File: config.mk
export PLATFORM = sky130hd
export DESIGN_NAME = sdr_lane_scheduler
export DESIGN_NICKNAME = d
export VERILOG_FILES = /design/src/rtl/sdr_pkg.sv /design/src/rtl/rr_arbiter.sv /design/src/rtl/sdr_lane_scheduler.sv
export SDC_FILE = /design/constraint.sdc
export NUM_CORES = 1
export LEC_CHECK = 0
export ABC_AREA = 1
export CORE_MARGIN = 10
export CORE_UTILIZATION = 49
export CTS_CLUSTER_SIZE = 25
export DETAILED_ROUTE_END_ITERATION = 7
export PLACE_DENSITY = 0.82
export SYNTH_ARGS = -nofsm -noshare
export SYNTH_HDL_FRONTEND = slang
export SYNTH_HIERARCHICAL = 1
export SYNTH_SLANG_ARGS = --single-unit
export TNS_END_PERCENT = 100
File: constraint.sdc
create_clock -name clk -period 7.1 [get_ports clk]
set_input_delay 1.42 -clock clk [delete_from_list [all_inputs] [get_ports clk]]
set_output_delay 1.42 -clock clk [all_outputs]
set_load 0.1 [all_outputs]
File: src/rtl/sdr_pkg.sv
// Shared types and constants for the SDR encoder lane schedulers.
package sdr_pkg;

    localparam int unsigned SDR_WORD_W = 8;

    localparam logic BUDGET_2 = 1'b0;
    localparam logic BUDGET_3 = 1'b1;

    typedef enum logic [1:0] {
        IDLE   = 2'd0,
        LOAD   = 2'd1,
        STREAM = 2'd2,
        RESULT = 2'd3
    } state_e;

    // Maximum nonzero digit count the encoder may emit for a budget select.
    function automatic int unsigned digit_limit(input logic budget);
        return (budget == BUDGET_3) ? 32'd3 : 32'd2;
    endfunction

endpackage

File: src/rtl/rr_arbiter.sv
// Combinational round-robin arbiter: first set request at or after ptr, wrapping modulo NREQ.
module rr_arbiter #(
    parameter int unsigned NREQ = 4,
    parameter int unsigned IDXW = (NREQ > 1) ? $clog2(NREQ) : 1
) (
    input  logic [NREQ-1:0] req,
    input  logic [IDXW-1:0] ptr,
    output logic [NREQ-1:0] grant,
    output logic [IDXW-1:0] grant_idx
);

    logic            found;
    logic [IDXW-1:0] idx;

    // Walk the requesters starting at ptr; the first hit wins.
    always_comb begin
        grant     = '0;
        grant_idx = '0;
        found     = 1'b0;
        idx       = '0;
        for (int unsigned o = 0; o < NREQ; o++) begin
            idx = IDXW'((32'(ptr) + o) % NREQ);
            if (!found && req[idx]) begin
                found      = 1'b1;
                grant[idx] = 1'b1;
                grant_idx  = idx;
            end
        end
    end

endmodule

File: src/rtl/sdr_lane_scheduler.sv
// Time-shares one bit-serial SDR encoder lane between NREQ requesters: round-robin grant,
// encoder reset/configuration, and capture of the serial digits into 8-bit result vectors.
module sdr_lane_scheduler
    import sdr_pkg::*;
#(
    parameter int unsigned NREQ    = 4,
    parameter int unsigned ENC_LAT = 3,
    parameter int unsigned IDW     = 2
) (
    input  logic                       clk,
    input  logic                       reset,
    input  logic [NREQ-1:0]            req_valid,
    input  logic [SDR_WORD_W*NREQ-1:0] req_data,
    input  logic [NREQ-1:0]            req_budget,
    output logic [NREQ-1:0]            req_ready,
    output logic                       enc_reset,
    output logic                       enc_enable,
    output logic [SDR_WORD_W-1:0]      enc_word,
    output logic                       enc_budget,
    input  logic                       enc_out,
    input  logic                       enc_sign,
    output logic                       result_valid,
    input  logic                       result_ready,
    output logic [IDW-1:0]             result_id,
    output logic [SDR_WORD_W-1:0]      result_mag,
    output logic [SDR_WORD_W-1:0]      result_sign,
    output logic                       busy
);

    localparam int unsigned CNT_W    = $clog2(ENC_LAT + 8);
    localparam int unsigned CNT_LAST = ENC_LAT + 7;

    state_e                state_q, state_d;
    logic [IDW-1:0]        ptr_q, ptr_d;
    logic [CNT_W-1:0]      cnt_q, cnt_d;
    logic [SDR_WORD_W-1:0] word_q, word_d;
    logic                  budget_q, budget_d;
    logic [IDW-1:0]        id_q, id_d;
    logic [SDR_WORD_W-1:0] mag_q, mag_d;
    logic [SDR_WORD_W-1:0] sign_q, sign_d;
    logic                  enc_reset_q, enc_reset_d;
    logic                  enc_enable_q, enc_enable_d;
    logic                  result_valid_q, result_valid_d;
    logic                  busy_q, busy_d;

    logic [NREQ-1:0]       grant;
    logic [IDW-1:0]        grant_idx;
    logic [2:0]            dig;
    logic [SDR_WORD_W-1:0] req_word [NREQ];

    for (genvar i = 0; i < NREQ; i++) begin : g_word
        assign req_word[i] = req_data[SDR_WORD_W*i +: SDR_WORD_W];
    end

    rr_arbiter #(
        .NREQ (NREQ),
        .IDXW (IDW)
    ) u_arb (
        .req       (req_valid),
        .ptr       (ptr_q),
        .grant     (grant),
        .grant_idx (grant_idx)
    );

    // Digit k arrives when cnt reaches ENC_LAT+k.
    assign dig = 3'(cnt_q - CNT_W'(ENC_LAT));

    // Accept pulse shares the cycle with the grant decision, so it cannot be registered.
    assign req_ready = (state_q == IDLE && !reset) ? grant : '0;

    always_comb begin
        state_d  = state_q;
        ptr_d    = ptr_q;
        cnt_d    = cnt_q;
        word_d   = word_q;
        budget_d = budget_q;
        id_d     = id_q;
        mag_d    = mag_q;
        sign_d   = sign_q;

        unique case (state_q)
            IDLE: begin
                if (|grant) begin
                    word_d   = req_word[grant_idx];
                    budget_d = req_budget[grant_idx];
                    id_d     = grant_idx;
                    ptr_d    = IDW'((32'(grant_idx) + 32'd1) % NREQ);
                    state_d  = LOAD;
                end
            end
            LOAD: begin
                mag_d   = '0;
                sign_d  = '0;
                cnt_d   = '0;
                state_d = STREAM;
            end
            STREAM: begin
                if (cnt_q >= CNT_W'(ENC_LAT)) begin
                    mag_d[dig]  = enc_out;
                    sign_d[dig] = enc_sign;
                end
                if (cnt_q == CNT_W'(CNT_LAST)) begin
                    state_d = RESULT;
                end else begin
                    cnt_d = cnt_q + CNT_W'(1);
                end
            end
            RESULT: begin
                if (result_ready) begin
                    state_d = IDLE;
                end
            end
            default: state_d = IDLE;
        endcase

        // The lane runs only while streaming; everywhere else it is parked in reset.
        enc_reset_d    = (state_d != STREAM);
        enc_enable_d   = (state_d == STREAM);
        result_valid_d = (state_d == RESULT);
        busy_d         = (state_d != IDLE);
    end

    always_ff @(posedge clk) begin
        if (reset) begin
            state_q        <= IDLE;
            ptr_q          <= '0;
            cnt_q          <= '0;
            word_q         <= '0;
            budget_q       <= BUDGET_2;
            id_q           <= '0;
            mag_q          <= '0;
            sign_q         <= '0;
            enc_reset_q    <= 1'b1;
            enc_enable_q   <= 1'b0;
            result_valid_q <= 1'b0;
            busy_q         <= 1'b0;
        end else begin
            state_q        <= state_d;
            ptr_q          <= ptr_d;
            cnt_q          <= cnt_d;
            word_q         <= word_d;
            budget_q       <= budget_d;
            id_q           <= id_d;
            mag_q          <= mag_d;
            sign_q         <= sign_d;
            enc_reset_q    <= enc_reset_d;
            enc_enable_q   <= enc_enable_d;
            result_valid_q <= result_valid_d;
            busy_q         <= busy_d;
        end
    end

    assign enc_reset    = enc_reset_q;
    assign enc_enable   = enc_enable_q;
    assign enc_word     = word_q;
    assign enc_budget   = budget_q;
    assign result_valid = result_valid_q;
    assign result_id    = id_q;
    assign result_mag   = mag_q;
    assign result_sign  = sign_q;
    assign busy         = busy_q;

endmodule

Yosys cells after proc, flatten, opt, wreduce, memory -nomap -nowiden
Cells that the tools add are included.
{"block": "totals", "register_bits": 39, "input_bits": 45}
{"block": "op_classes", "bitwise": 4, "n_eq_ne": 9, "n_reduce_logical": 20, "n_lt_le_gt_ge": 13, "n_mux": 47, "n_addsub": 6}
{"cell": "8-bit two-way mux", "n": 4}
{"cell": "8-bit case mux with 2 select lines", "n": 2}
{"cell": "4-bit two-way mux", "n": 6}
{"cell": "8-bit binary-select mux with 2-bit select", "n": 1}
{"cell": "8-bit bitwise mux", "n": 2}
{"cell": "2-bit by 3-bit < comparator with 1-bit output (second input constant)", "n": 5}
{"cell": "2-bit two-way mux", "n": 7}
{"cell": "1-bit two-way mux", "n": 13}
{"cell": "4-bit OR", "n": 3}
{"cell": "1-bit binary-select mux with 2-bit select", "n": 5}
{"cell": "1-bit logical AND", "n": 9}
{"cell": "1-bit demux with 2-bit select", "n": 4}
{"cell": "2-bit == test (second input constant)", "n": 4}
{"cell": "2-bit by 1-bit >= comparator with 1-bit output (second input constant)", "n": 4}
{"cell": "2-bit case mux with 4 select lines", "n": 1}
{"cell": "4-bit case mux with 2 select lines", "n": 1}
{"cell": "2-bit != test (second input constant)", "n": 3}
{"cell": "2-bit AND reduction", "n": 3}
{"cell": "2-bit by 1-bit adder with 2-bit output (second input constant)", "n": 2}
{"cell": "2-bit adder (second input constant)", "n": 2}
{"cell": "4-bit by 1-bit adder with 4-bit output (second input constant)", "n": 1}
{"cell": "4-bit == test (second input constant)", "n": 1}
{"cell": "4-bit by 2-bit >= comparator with 1-bit output (second input constant)", "n": 1}
{"cell": "1-bit zero test", "n": 4}
{"cell": "10 further kinds", "n": 11}

Logic depth before layout (Yosys ltp)
{"block": "logic_depth", "word_depth": 16, "mapped_depth": 16, "ltp_nobuf": 14}

By module
The synthesis kept the hierarchy.
{"module": "sdr_lane_scheduler", "instances": 1, "area_per_inst_um2": 1938.1, "cells_per_inst": 296}
{"module": "rr_arbiter", "instances": 1, "area_per_inst_um2": 439.2, "cells_per_inst": 73}

Worst setup path before layout
No wires, ideal clock.
{"block": "synth_path", "path_type": "input to output", "start": "in req_valid[3]", "end": "out req_ready[0]", "t_arrival_ns": 3.416, "t_required_ns": 5.680, "path_stages": 10, "setup_slack_ns": 2.264, "path_buffers": 1, "path_cell_list": "inv_1 -> nand2_1 -> nand3_4 -> nand2_4 -> nor2_4 -> buf_6 -> nand3_1 -> nand3_1 -> inv_1 -> nor2_1"}
{"block": "synth_between", "elab_chain_cells": 13}
{"element": "start, declared", "line": "sdr_lane_scheduler.sv:12", "source": "input logic [NREQ-1:0] req_valid,"}
{"element": "1-bit binary-select mux with 2-bit select", "line": "rr_arbiter.sv:23", "source": "if (!found && req[idx]) begin"}
{"element": "1-bit two-way mux (implied by the code)", "line": "rr_arbiter.sv:23"}
{"element": "1-bit two-way mux", "line": "rr_arbiter.sv:23"}
{"element": "1-bit zero test", "line": "rr_arbiter.sv:23"}
{"element": "1-bit logical AND", "line": "rr_arbiter.sv:23"}
{"element": "1-bit two-way mux", "line": "rr_arbiter.sv:23"}
{"element": "1-bit zero test", "line": "rr_arbiter.sv:23"}
{"element": "1-bit logical AND", "line": "rr_arbiter.sv:23"}
{"element": "1-bit two-way mux", "line": "rr_arbiter.sv:23"}
{"element": "1-bit zero test", "line": "rr_arbiter.sv:23"}
{"element": "1-bit logical AND", "line": "rr_arbiter.sv:23"}
{"element": "4-bit two-way mux *", "line": "rr_arbiter.sv:23"}
{"element": "net grant[0]", "line": "sdr_lane_scheduler.sv:46", "source": "logic [NREQ-1:0] grant;"}
{"element": "4-bit two-way mux *", "line": "sdr_lane_scheduler.sv:69", "source": "assign req_ready = (state_q == IDLE && !reset) ? grant : '0;"}
{"element": "end, declared", "line": "sdr_lane_scheduler.sv:15", "source": "output logic [NREQ-1:0] req_ready,"}
The timed path passes the listed nets; every way through them passes the cells marked *. The select of a mux whose other input is x is not followed.

Worst setup path in the final report
{"block": "layout_path", "start": "in req_valid[1]", "end": "out req_ready[1]"}
Same word-level chain as after synthesis.

==> run metrics <==
overall routed net length=6535 µm; kind of capture point of the worst setup path=primary output; number of buffers inserted during clock tree synthesis=5; CTS tree=built; die area=8038 µm²; Place WS=1.669 ns; total setup buffers inserted after CTS=0; CTS clk-pin slew, worst paths=0.07 ns; DIE WIDTH=89.66 µm; worst path arrival time=4.02 ns; number of instances resized during post-cts repair=0; type of element launching the critical path=input pin; worst stage delay on the critical path=1.15 ns; initial detailed-routing violation count=171; count of final hold-check violations=0; portion of the post-synthesis area used by sequential elements=0.3284; vias in the first global route=2,432; initial antenna violation count=0; Cell Rows=25; cell class contributing the biggest share of worst-path delay=buffers and inverters; number of clock sinks=39; yosys synthesis warning count=6; total via count after detailed routing=2,608; ratio of cells with drive above 1 in the final layout=0.08145; first-pass GRT wire length=10,690 µm; basic-gate share of the synthesized area counting and, or, nand and nor cells=0.3821; f_max=0.1839 GHz; cell area after technology mapping=2377 µm²; power per unit of standard cell area=449.6 nW/µm²; main combinational cell family by area after synthesis=simple AND/OR/NAND/NOR gates; type of the most critical hold path=reg -> reg; worst setup path class=in -> out; fraction of the mapped netlist area in compound gates=0.1595; worst voltage drop across the vdd grid=0.5055 mV; setup repair after global routing missed its margin=false; Yosys top cell area share=0.3284; number of DRC violations after detailed routing=0; share of the clock period used by the worst path=0.7659; xor/xnor share of the synthesized area=0.003684; maximum number of pins on one net before global-route repair=35; number of register bits inferred by synthesis=39; Yosys top cell by area=sky130_fd_sc_hd__dfxtp_1; total nets after synthesis=421; core area=4723 µm²; drt wl/cell=12.84 µm; critical path buffer and inverter count=4; Max Buffers Root-to-Sink=2; DP HPWL=5087 µm; nets=493; first-pass detailed-route iteration total=5; worst-margin pin slew=1.021 ns; final setup slack of the worst path=1.662 ns; hold_buf cts=0; shortest period the worst path allows=5.438 ns; number of max-slew violations in the final report=0; number of port buffers=79; H-tree lvl count=2; maximum net fanout on the critical path=12; ordered cell list for the critical path=clkdlybuf4s50_1 -> inv_1 -> nand2_1 -> nand3_2 -> nand2_4 -> nor2_4 -> nand3_1 -> nand3_1 -> inv_1 -> nor2_1 -> clkdlybuf4s50_1; Synth-to-Final Area Change=38.74%; MaxCap Viol Count=0; worst clock skew=0.004639 ns; total track usage=0.1634; data required time at the worst endpoint=5.68 ns; result of the run=finished clean; root buffer selected by CTS=sky130_fd_sc_hd__clkbuf_8; top-level port count=80; static leakage=1.346 nW; synthesized instance count=369; number of diodes added for antenna fixing=0; GRT overflow=0; latest clock arrival within the worst-skew pair=0.28 ns; post-synthesis average cell area=6.442 µm²; initial cell density of the core=0.5033; adder-cell share of the synthesized area=0.03684; count of distinct cell types in the synthesized netlist=26; weighted congestion reported at the end of routability-driven placement=0.9267; leading post-synthesis cells by cell area=sky130_fd_sc_hd__dfxtp_1 (33%), sky130_fd_sc_hd__nand2_1 (12%), sky130_fd_sc_hd__a21oi_1 (8.4%); final setup violation count=0; mux contribution to synthesized area=0; most common library cell in the layout ignoring fill and taps=sky130_fd_sc_hd__clkdlybuf4s50_1; height of the die=89.66 µm; Critical Path Slowest Stage Cell=sky130_fd_sc_hd__clkdlybuf4s50_1; Setup Total Neg Slack=0 ns; number of nets still failing antenna checks after routing=0; highest-count cells in the layout ignoring fill and taps=sky130_fd_sc_hd__clkdlybuf4s50_1 (79), sky130_fd_sc_hd__nand2_1 (73), sky130_fd_sc_hd__nor2_1 (50), sky130_fd_sc_hd__a21oi_1 (40), sky130_fd_sc_hd__dfxtp_1 (39); relative slew slack=0.3175; via density per instance=5.124
-- sequential cells by signal, summed over array words and instances (netlist names) --
register	cells
enc_enable	1
cnt_q	4
enc_budget	1
result_id	2
enc_word	8
result_sign	8
result_mag	8
state_q	2
enc_reset	1
ptr_q	2
busy	1
result_valid	1
-- metrics by stage --
step / util / area, µm² / total power, mW / hold WS [ns] / cells
2_1_floorplan: - / 2377 / 1.110 / 0.4704 / 369
3_3_place_gp: 0.6734 / 3181 / 1.279 / 0.4484 / 501
3_5_place_dp: 0.6734 / 3181 / 1.295 / 0.4494 / 501
4_1_cts: 0.6983 / 3298 / 1.486 / 0.4609 / 509
5_1_grt: 0.6983 / 3298 / 1.598 / 0.4871 / 509
6_report: 0.6983 / 3298 / 1.483 / 0.4609 / 509
-- cell usage after synthesis --
library cell	count
sky130_fd_sc_hd__nand2_1	73
sky130_fd_sc_hd__nor2_1	50
sky130_fd_sc_hd__a21oi_1	40
sky130_fd_sc_hd__dfxtp_1	39
sky130_fd_sc_hd__nand3_1	34
sky130_fd_sc_hd__o21ai_0	28
sky130_fd_sc_hd__inv_1	27
sky130_fd_sc_hd__nand2_2	13
sky130_fd_sc_hd__nand4_1	13
sky130_fd_sc_hd__nor3_1	9
sky130_fd_sc_hd__ha_1	7
sky130_fd_sc_hd__inv_2	7
sky130_fd_sc_hd__buf_2	6
sky130_fd_sc_hd__clkbuf_1	6
sky130_fd_sc_hd__a21boi_0	4
sky130_fd_sc_hd__buf_4	2
sky130_fd_sc_hd__nor2_2	2
sky130_fd_sc_hd__buf_6	1
sky130_fd_sc_hd__inv_4	1
sky130_fd_sc_hd__nand2_4	1
sky130_fd_sc_hd__nand3_2	1
sky130_fd_sc_hd__nand3_4	1
sky130_fd_sc_hd__nor2_4	1
sky130_fd_sc_hd__o22a_1	1
sky130_fd_sc_hd__or2_1	1
sky130_fd_sc_hd__xor2_1	1
-- worst min-delay path, delay by kind of cell, from the launching register on --
family,cells,cell delay (ns)
AOI/OAI and AO/OA,1,0.05
and+or+nand+nor,1,0.06
DFF,1,0.31
-- layout make-up --
type                       count  area, µm²
clock buffer                   6      82.58
clock inverter                 2      35.03
fill                         414       1425
inverter                      35      133.9
multi-input combinational    280       1384
sequential                    39      780.7
tap                           67      83.83
timing repair buffer          80      798.3
-- layer usage --
layer / global-route usage / vias to the layer above / wire, µm
met5: 0 / - / 0
li1: - / 1358 / -
met3: 0.06588 / 8 / 601
met4: 0.03468 / 0 / 44
met2: 0.2685 / 89 / 3099
met1: 0.1959 / 1153 / 2789
-- logic make-up (layout without fill, tap and decap cells) --
family / count (synthesis) / count (layout)
XOR/XNOR: 1 / 1
buffers and inverters: 50 / 123
flip-flops: 39 / 39
adder cells (fa/ha/maj): 7 / 7
AO/OA/AOI/OAI: 73 / 73
AND/OR/NAND/NOR: 199 / 199
-- path summary, 6_finish.rpt --
kind / from / end / slack (ns) / cells after the start
max reg2reg: ptr_q[0] / enc_word[6] / 3.66 / 13
max: req_valid[1] / req_ready[1] / 1.66 / 11
min: result_sign[4] / result_sign[4] / 0.46 / 2
min reg2reg: result_sign[4] / result_sign[4] / 0.46 / 2
-- report_power, final --
group          internal, mW  total (mW)  leakage (nW)  switching, mW
Clock                 0.114       0.188        0.0612         0.0740
Combinational         0.272       0.997         0.967          0.726
Sequential            0.263       0.298         0.318         0.0346
Total                 0.649        1.48          1.35          0.834
Power figures use the tool's default switching activity.
